### config.mk
export PLATFORM = sky130hd
export DESIGN_NAME = adder_rr_arbiter
export DESIGN_NICKNAME = d
export VERILOG_FILES = /design/src/rtl/adder_rr_arbiter.sv
export SDC_FILE = /design/constraint.sdc
export NUM_CORES = 1
export LEC_CHECK = 0
export CAP_MARGIN = 30
export CORE_AREA = 2 2 160 162
export CTS_CLUSTER_DIAMETER = 100
export DETAILED_ROUTE_END_ITERATION = 10
export DIE_AREA = 0 0 162 164
export PLACE_DENSITY_LB_ADDON = 0.05
export REMOVE_ABC_BUFFERS = 1
export SYNTH_ARGS = -nofsm -noshare
export SYNTH_HDL_FRONTEND = slang
export SYNTH_SLANG_ARGS = --single-unit
### constraint.sdc
create_clock -name clk -period 4.73 [get_ports clk]
set_input_delay 0.946 -clock clk [delete_from_list [all_inputs] [get_ports clk]]
set_output_delay 0.946 -clock clk [all_outputs]
set_load 0.05 [all_outputs]
### src/rtl/adder_rr_arbiter.sv
// Round-robin arbiter sharing one valid/ready adder among N_REQ requesters.
// Optional: define ADDER_RR_ARB_PRIO0_EN to give requester 0 strict priority.
module adder_rr_arbiter #(
  parameter int unsigned N_REQ  = 4,
  parameter int unsigned DATA_W = 32,
  localparam int unsigned ID_W  = (N_REQ > 1) ? $clog2(N_REQ) : 1
) (
  input  logic                    clk,
  input  logic                    rst,
  input  logic [N_REQ*DATA_W-1:0] req_a,
  input  logic [N_REQ*DATA_W-1:0] req_b,
  input  logic [N_REQ-1:0]        req_valid,
  output logic [N_REQ-1:0]        req_ready,
  output logic [DATA_W-1:0]       rsp_sum,
  output logic [N_REQ-1:0]        rsp_valid,
  input  logic [N_REQ-1:0]        rsp_ready,
  output logic [DATA_W-1:0]       add_a,
  output logic [DATA_W-1:0]       add_b,
  output logic                    add_valid,
  input  logic                    add_ready,
  input  logic [DATA_W-1:0]       add_sum,
  input  logic                    add_out_valid,
  output logic                    add_out_ready,
  output logic [ID_W-1:0]         grant_id,
  output logic                    busy
);

  typedef enum logic [1:0] {
    IDLE     = 2'd0,
    ISSUE    = 2'd1,
    WAIT_RES = 2'd2,
    RESP     = 2'd3
  } state_e;

  state_e              state_q, state_d;
  logic [ID_W-1:0]     rr_ptr_q, rr_ptr_d;
  logic [ID_W-1:0]     grant_q, grant_d;
  logic [DATA_W-1:0]   a_q, a_d;
  logic [DATA_W-1:0]   b_q, b_d;
  logic [DATA_W-1:0]   sum_q, sum_d;

  logic                found;
  logic [ID_W-1:0]     win;
  logic [DATA_W-1:0]   win_a, win_b;
  logic                rsp_ack;
  logic [ID_W-1:0]     rr_next;

  // Winner search: first valid at or above rr_ptr, else lowest valid (wrap).
  always_comb begin
    found = 1'b0;
    win   = '0;
`ifdef ADDER_RR_ARB_PRIO0_EN
    if (req_valid[0]) begin
      found = 1'b1;
    end
`endif
    for (int i = 0; i < N_REQ; i++) begin
      if (!found && req_valid[i] && (ID_W'(i) >= rr_ptr_q)) begin
        found = 1'b1;
        win   = ID_W'(i);
      end
    end
    for (int i = 0; i < N_REQ; i++) begin
      if (!found && req_valid[i]) begin
        found = 1'b1;
        win   = ID_W'(i);
      end
    end
  end

  // Operand select for the winner and response-accept select for the owner.
  always_comb begin
    win_a   = '0;
    win_b   = '0;
    rsp_ack = 1'b0;
    for (int i = 0; i < N_REQ; i++) begin
      if (win == ID_W'(i)) begin
        win_a = req_a[i*DATA_W +: DATA_W];
        win_b = req_b[i*DATA_W +: DATA_W];
      end
      if (grant_q == ID_W'(i)) begin
        rsp_ack = rsp_ready[i];
      end
    end
  end

  assign rr_next = (grant_q == ID_W'(N_REQ - 1)) ? '0 : grant_q + ID_W'(1);

  // Next-state and datapath capture.
  always_comb begin
    state_d  = state_q;
    rr_ptr_d = rr_ptr_q;
    grant_d  = grant_q;
    a_d      = a_q;
    b_d      = b_q;
    sum_d    = sum_q;
    case (state_q)
      IDLE: begin
        if (found) begin
          a_d     = win_a;
          b_d     = win_b;
          grant_d = win;
          state_d = ISSUE;
        end
      end
      ISSUE: begin
        if (add_ready) state_d = WAIT_RES;
      end
      WAIT_RES: begin
        if (add_out_valid) begin
          sum_d   = add_sum;
          state_d = RESP;
        end
      end
      RESP: begin
        if (rsp_ack) begin
          state_d = IDLE;
`ifdef ADDER_RR_ARB_PRIO0_EN
          if (grant_q != '0) rr_ptr_d = rr_next;
`else
          rr_ptr_d = rr_next;
`endif
        end
      end
      default: state_d = IDLE;
    endcase
  end

  always_ff @(posedge clk or posedge rst) begin
    if (rst) begin
      state_q  <= IDLE;
      rr_ptr_q <= '0;
      grant_q  <= '0;
      a_q      <= '0;
      b_q      <= '0;
      sum_q    <= '0;
    end else begin
      state_q  <= state_d;
      rr_ptr_q <= rr_ptr_d;
      grant_q  <= grant_d;
      a_q      <= a_d;
      b_q      <= b_d;
      sum_q    <= sum_d;
    end
  end

  // Per-requester strobes; req_ready is held low while reset is asserted.
  always_comb begin
    req_ready = '0;
    rsp_valid = '0;
    for (int i = 0; i < N_REQ; i++) begin
      req_ready[i] = !rst && (state_q == IDLE) && found && (win == ID_W'(i));
      rsp_valid[i] = (state_q == RESP) && (grant_q == ID_W'(i));
    end
  end

  assign add_a         = a_q;
  assign add_b         = b_q;
  assign add_valid     = (state_q == ISSUE);
  assign add_out_ready = (state_q == WAIT_RES);
  assign rsp_sum       = sum_q;
  assign grant_id      = grant_q;
  assign busy          = (state_q != IDLE);

endmodule

==> reports/qor.yml, run 1 <==
status:
  status: "complete, no violations"
clock_tree:
  clock_sinks: 102
  tritoncts: "built"
  cts_inserted_buffers: 9
  root_buffer: "clkbuf_16"
  cts.htree.levels: 3
  cts_setup_buffers: 0
  clock_latency_ps: 360
  ctsResizeCount: 0
  clkTransAtPathRegs_ps: 70
  ctsHoldBuffers: 0
  cts_max_path_buffers: 2
die:
  initial_core_util_pct: 23.4
  die_h_um: 164
  row_count: 58
  io-pin-count: 409
  design.core.area_um2: 24800
  die_area_um2: 26600
  die_w_um: 162
worst_setup_path:
  worstPathArrival_ps: 3170
  required_ps: 3780
  worst_setup_path_end_kind: "primary output"
  critical_path.most_common_cell: "clkdlybuf4s50_1"
  crit_cells: 7
  startpoint_type: "primary input"
  crit_buf_inv: 2
  cp_max_fo: 4
  crit_slowest_cell: "clkdlybuf4s50_1"
  r2r_cells: 7
  max_stage_delay_ps: 830
  crit_type: "primary input to primary output"
  critPathTopFamily: "buffers and inverters"
  regToRegSetupSlack_ps: 1780
  path_cells: "clkdlybuf4s50_1, a21boi_0, o21ai_1, a21oi_1, nand2_2, nor3_1, clkdlybuf4s50_1"
yosys:
  async_flop_share_pct: 100
  synth_top_area_share_pct: 44.0
  ys_types: 32
  yosysMostFrequentCell: "mux2i_1"
  ys_top_cells_by_area: "dfrtp_1 (44%), mux2i_1 (22%), o221ai_1 (9.7%)"
  synth-edff-count: 0
  yosys_warnings: 0
  ys_seq_area_share_pct: 44.0
  synth_area_um2: 5800
  synth_top_flop_cell: "dfrtp_1"
  syn_area_per_cell_um2: 11.8
  yosysTopAreaCell: "dfrtp_1"
  synth_common_cells: "mux2i_1 (129), dfrtp_1 (102), nand2_1 (71)"
  synth_cells: 491
  synth-seq-cells: 102
pwr:
  p_sw_mw: 3.33
  powerDensity_nw_per_um2: 644
  ir_drop_uv: 284
  sequentialPowerShare_pct: 23.6
  intPower_mw: 3.31
  comb_power_share_pct: 64.9
  leakagePower_nw: 4.27
  clockPowerShare_pct: 11.5
  switching_share_pct: 50.2
layout:
  area_growth_pct: 78.1
  layout.nets: 1190
  utilization_pct: 41.6
  layout-drive-gt1-share_pct: 7.55
  multi_input_area_um2: 2840
  regArea_um2: 2550
  fillers: 2414
placement:
  pre_cts_slack_ps: 607
  io_buffer_count: 408
  hpwl_mm: 18.2
  finalWeightedCongestion: 0.821
timing:
  rsz0062_at_grt: "false"
  fin_tns_setup_ps: 0
  timing.final.ws_setup_ps: 611
  finalHoldViolCount: 0
  clock_skew_ps: 11.2
  layout_min_cycle_time_ps: 4120
  max_freq_mhz: 243
  final_max_slew_viol_count: 0
  setup_viol: 0
  max_slew_margin_pct: 44.2
  fin_crit_sh_pct: 87.1
  worst_pin_slew_ps: 837
grt:
  top_usage_layer: "met2"
  grt_pass1_vias: 6116
  grt_first_pass_wirelength_mm: 34.9
  grtUsageMet3_pct: 3.61
  grtUsageMet1_pct: 19.0
  met2_usage_pct: 32.5
  grt.overflow.total: 0
  antenna_found_initial: 3
  grt_use_total_pct: 17.4
  grt_max_degree: 67
hold_path:
  hold_depth: 2
  hp-class: "register to register"
detailed_routing:
  post_drt_wl_per_cell_um: 19.5
  routed_via_density: 4.56
  drt_iter0_markers: 225
  ant_nets: 0
  drt-total-wl_mm: 23.8
  drc: 0
  drt_first_pass_iters: 4
  routed-via-count: 5572
run:
  cap_violations: 0
-- per-layer routing --
layer  up-vias  wire [um]
met4         2        605
met5         -         11
met3        29       1400
met2       218      12800
li1       2632          -
met1      2691       8960
-- cells by family (layout without fill, tap and decap cells) --
logic type	Yosys count	after routing	synth area share, %
adder cells (fa/ha/maj)	8	8	1.73
other	0	4	0
multiplexers	163	163	28.9
AND/OR/NAND/NOR	90	90	6.54
buffers and inverters	47	443	7.21
flip-flops	102	102	44.0
AO/OA/AOI/OAI	81	81	11.6
-- registers in the layout, indices dropped and copies added (netlist names) --
signal,cells
add_a,32
add_b,32
grant_id,2
rr_ptr_q,2
rsp_sum,32
state_q,2
-- path summary, 6_finish.rpt --
path	startpoint	to
max	req_valid[2]	req_ready[2]
min	add_b[3]	add_b[3]
max reg2reg	rr_ptr_q[1]	add_a[24]
min reg2reg	add_b[3]	add_b[3]
max in group asynchronous	rst	add_a[0]
min in group asynchronous	rst	rr_ptr_q[1]
-- worst register-to-register path: stages, from the launching register on --
cell	delay, ps
dfrtp_1	450
nand2b_1	210
a32oi_1	260
and2_4	210
buf_4	440
buf_4	730
mux2i_1	340
o221ai_1	150
-- cells in the final DEF (no fill, tap or decap), drive strengths merged, types with 2 or more instances in the layout --
cell,n
clkinv,3
nor3,5
mux2i,129
nand3b,2
ha,8
mux2,34
and2,5
o221ai,64
a21oi,2
dfrtp,102
buf,11
clkdlybuf4s50,408
clkbuf,9
nand2,71
nand2b,4
diode,4
inv,12
o21ai,6
-- power by group through the flow --
stage / Sequential, mW / Clock, mW / Combinational, mW
6_report: 1.57 / 0.761 / 4.31
3_5_place_dp: 1.58 / 0 / 4.36
4_1_cts: 1.57 / 0.790 / 4.37
5_1_grt: 1.62 / 0.823 / 4.56
2_1_floorplan: 2.99 / 0 / 1.46
3_3_place_gp: 1.56 / 0 / 4.33
-- through the flow --
stage               hold WS, ps  total power, mW  instances  cell area (um^2)
floorplan                   519             4.46        452              5410
global placement            467             5.89       1200              9990
detailed placement          473             5.94       1201             10000
CTS                         496             6.73       1217             10300
global route                519             7.01       1219             10300
finish                      489             6.64       1221             10300
-- final cells by class --
type,instances,share of cell area [%]
antenna,4,0.0970
clock buffer,9,2.18
clock inverter,7,0.630
inverter,8,0.315
multi-input combinational,342,27.5
sequential,102,24.7
tap,330,4.00
timing repair buffer,419,40.6
Power figures use the tool's default switching activity.
==> run 2, diff against run 1 <==
--- a/config.mk
+++ b/config.mk
@@ -5,11 +5,12 @@
 export SDC_FILE = /design/constraint.sdc
 export NUM_CORES = 1
 export LEC_CHECK = 0
+export ABC_AREA = 1
 export CAP_MARGIN = 30
-export CORE_AREA = 2 2 160 162
+export CORE_AREA = 2 2 157 159
 export CTS_CLUSTER_DIAMETER = 100
 export DETAILED_ROUTE_END_ITERATION = 10
-export DIE_AREA = 0 0 162 164
+export DIE_AREA = 0 0 159 161
 export PLACE_DENSITY_LB_ADDON = 0.05
 export REMOVE_ABC_BUFFERS = 1
 export SYNTH_ARGS = -nofsm -noshare
==> run 2 against run 1 <==
Global-route usage grew 2.8 points. Largest cell class unchanged. Combinational power grew 13%. Critical path type unchanged. Fmax grew 8.3%.
==> reports/qor.yml, run 2 <==
run:
  cap_violations: 0  # unchanged
placement:
  finalWeightedCongestion: 0.799  # -2.6%
  hpwl_mm: 19.8  # +8.5%
  io_buffer_count: 408  # unchanged
  pre_cts_slack_ps: 892  # +285 ps
hold_path:
  hold_depth: 2  # unchanged
  min_from: "add_a[15]"
  hp-class: "register to register"
  min_to: "add_a[15]"
yosys:
  synth_top_flop_cell: "dfrtp_1"
  synth_common_cells: "nand2_1 (361), nor2_1 (131), dfrtp_1 (102)"
  yosys_warnings: 0  # unchanged
  yosysMostFrequentCell: "nand2_1"
  ys_seq_area_share_pct: 40.5  # -3.5 points
  synth_area_um2: 6300  # +8.7%
  synth-seq-cells: 102  # unchanged
  ys_types: 27  # -16%
  yosysTopAreaCell: "dfrtp_1"
  synth_cells: 919  # +87%
  synth_top_area_share_pct: 40.5  # -3.5 points
  async_flop_share_pct: 100  # unchanged
  synth-edff-count: 0  # unchanged
  ys_top_cells_by_area: "dfrtp_1 (41%), nand2_1 (22%), nor2_1 (7.8%)"
  syn_area_per_cell_um2: 6.86  # -42%
grt:
  grt.overflow.total: 0  # unchanged
  met2_usage_pct: 35.7  # +3.2 points
  grt_first_pass_wirelength_mm: 39.8  # +14%
  grt_pass1_vias: 6994  # +14%
  grt_max_degree: 80  # +19%
  grtUsageMet1_pct: 23.3  # +4.3 points
  grt_use_total_pct: 20.1  # +2.8 points
  grtUsageMet3_pct: 5.70  # +2.1 points
  top_usage_layer: "met2"
  antenna_found_initial: 2  # -1
die:
  initial_core_util_pct: 26.3  # +2.9 points
  die_w_um: 159  # -1.9%
  die_h_um: 161  # -1.8%
  io-pin-count: 409  # unchanged
  row_count: 57  # -1.7%
  die_area_um2: 25600  # -3.6%
  design.core.area_um2: 24000  # -3.4%
layout:
  layout-drive-gt1-share_pct: 5.76  # -1.8 points
  layout.nets: 1606  # +35%
  fillers: 2522  # +4.5%
  layout_common_cells: "clkdlybuf4s50_1 (404), nand2_1 (360), nor2_1 (131)"
  final_common_cell: "clkdlybuf4s50_1"
  area_growth_pct: 74.1
  utilization_pct: 45.8  # +4.2 points
  regArea_um2: 2550  # unchanged
  multi_input_area_um2: 3190  # +12%
worst_setup_path:
  worstReg2RegEnd: "add_a[15]"
  regToRegSetupSlack_ps: 2080  # +300 ps
  r2r_cells: 13  # +6
  required_ps: 3780  # about the same
  cp_max_fo: 38  # +34
  worst_setup_path_end_kind: "primary output"
  crit_type: "primary input to primary output"
  worstPathArrival_ps: 2860  # -310 ps
  startpoint_type: "primary input"
  r2r_start: "rr_ptr_q[1]"
timing:
  fin_crit_sh_pct: 80.4  # -6.7 points
  timing.final.ws_setup_ps: 926  # +315 ps
  rsz0062_at_grt: "false"
  fin_tns_setup_ps: 0  # unchanged
  setup_viol: 0  # unchanged
  layout_min_cycle_time_ps: 3800  # -315 ps
  max_slew_margin_pct: 38.0  # -6.2 points
  clock_skew_ps: 14.1  # +2.92 ps
  max_freq_mhz: 263  # +8.3%
  worst_pin_slew_ps: 930  # +93.4 ps
  final_max_slew_viol_count: 0  # unchanged
  finalHoldViolCount: 0  # unchanged
detailed_routing:
  drt_first_pass_iters: 6  # +2
  drt_iter0_markers: 349  # +55%
  drc: 0  # unchanged
  routed_via_density: 4.39  # -3.9%
  ant_nets: 0  # unchanged
  drt-total-wl_mm: 26.4  # +11%
  routed-via-count: 7145  # +28%
  post_drt_wl_per_cell_um: 16.2  # -17%
clock_tree:
  ctsHoldBuffers: 0  # unchanged
  clock_sinks: 102  # unchanged
  clkTransAtPathRegs_ps: 70  # about the same
  cts_max_path_buffers: 2  # unchanged
  root_buffer: "clkbuf_16"
  tritoncts: "built"
  cts_inserted_buffers: 9  # unchanged
  cts_setup_buffers: 0  # unchanged
  cts.htree.levels: 3  # unchanged
  clock_latency_ps: 350  # about the same
  ctsResizeCount: 0  # unchanged
pwr:
  powerDensity_nw_per_um2: 658  # +2.2%
  total_power_mw: 7.22  # +8.7%
  ir_drop_uv: 327  # +15%
  leakagePower_nw: 5.15  # +21%
status:
  status: "complete, no violations"
[run 2: changes by cell type after synthesis, moves of 4 or more]
cell,change
buf_12,-11
nor2_1,+130
o21ai_1,+5
o221ai_1,-64
nand2_1,+290
and2_1,-5
inv_1,+66
buf_4,+6
nand2b_1,-4
o21ai_0,+42
mux2i_1,-129
buf_2,+16
nand3_1,+89
[run 2: cells by family after synthesis]
kind of cell / share of synthesized area, %
simple gates: 38.6
buf+inv: 9.01
flops: 40.5
compound gates: 4.55
mux: 5.72
fa+ha+maj: 1.59
[run 2: worst max-delay path, stage by stage]
cell and delay, ps:
clkdlybuf4s50_1 460, nand2_1 150, nand2_1 100, nor2_4 130, nand3_2 100, nand2_4 380
inv_2 70, nor3_1 330, buf_12 190
[run 2: stage by stage]
step	instances	hold WS, ps	instance area (um^2)
after floorplan	868	496	6010
after global placement	1610	462	10600
after detailed placement	1610	464	10600
after CTS	1626	483	10900
after global routing	1628	498	11000
final	1629	479	11000
[run 2: worst max-delay path by stage]
stage	to	startpoint	cells past startpoint
global placement	req_ready[1]	req_valid[1]	9
CTS	req_ready[1]	req_valid[1]	9
floorplan	req_ready[0]	rst	3
detailed placement	req_ready[1]	req_valid[1]	9
global route	req_ready[1]	req_valid[1]	9
finish	req_ready[1]	req_valid[1]	9
[run 2: area by class of cell]
type	count	share of cell area [%]
repair buffers	419	38.5
multi-input cells	691	29.1
flip-flops and latches	102	23.3
well taps	324	3.69
inverters	75	2.59
clock buffers	9	2.05
clock inverters	7	0.787
diodes	2	0.0456
[run 2: power breakdown]
part	total [mW]	internal [mW]	switching, mW
combinational	4.89	1.67	3.22
clock	0.792	0.424	0.368
sequential	1.54	1.31	0.230
total	7.22	3.40	3.82
[run 2: layer usage]
metal  up-vias  part of all wire [%]
met5         -                     0
met4         0                   2.5
met3        34                   7.5
met2       293                    49
met1      3212                    41
li1       3606                     -
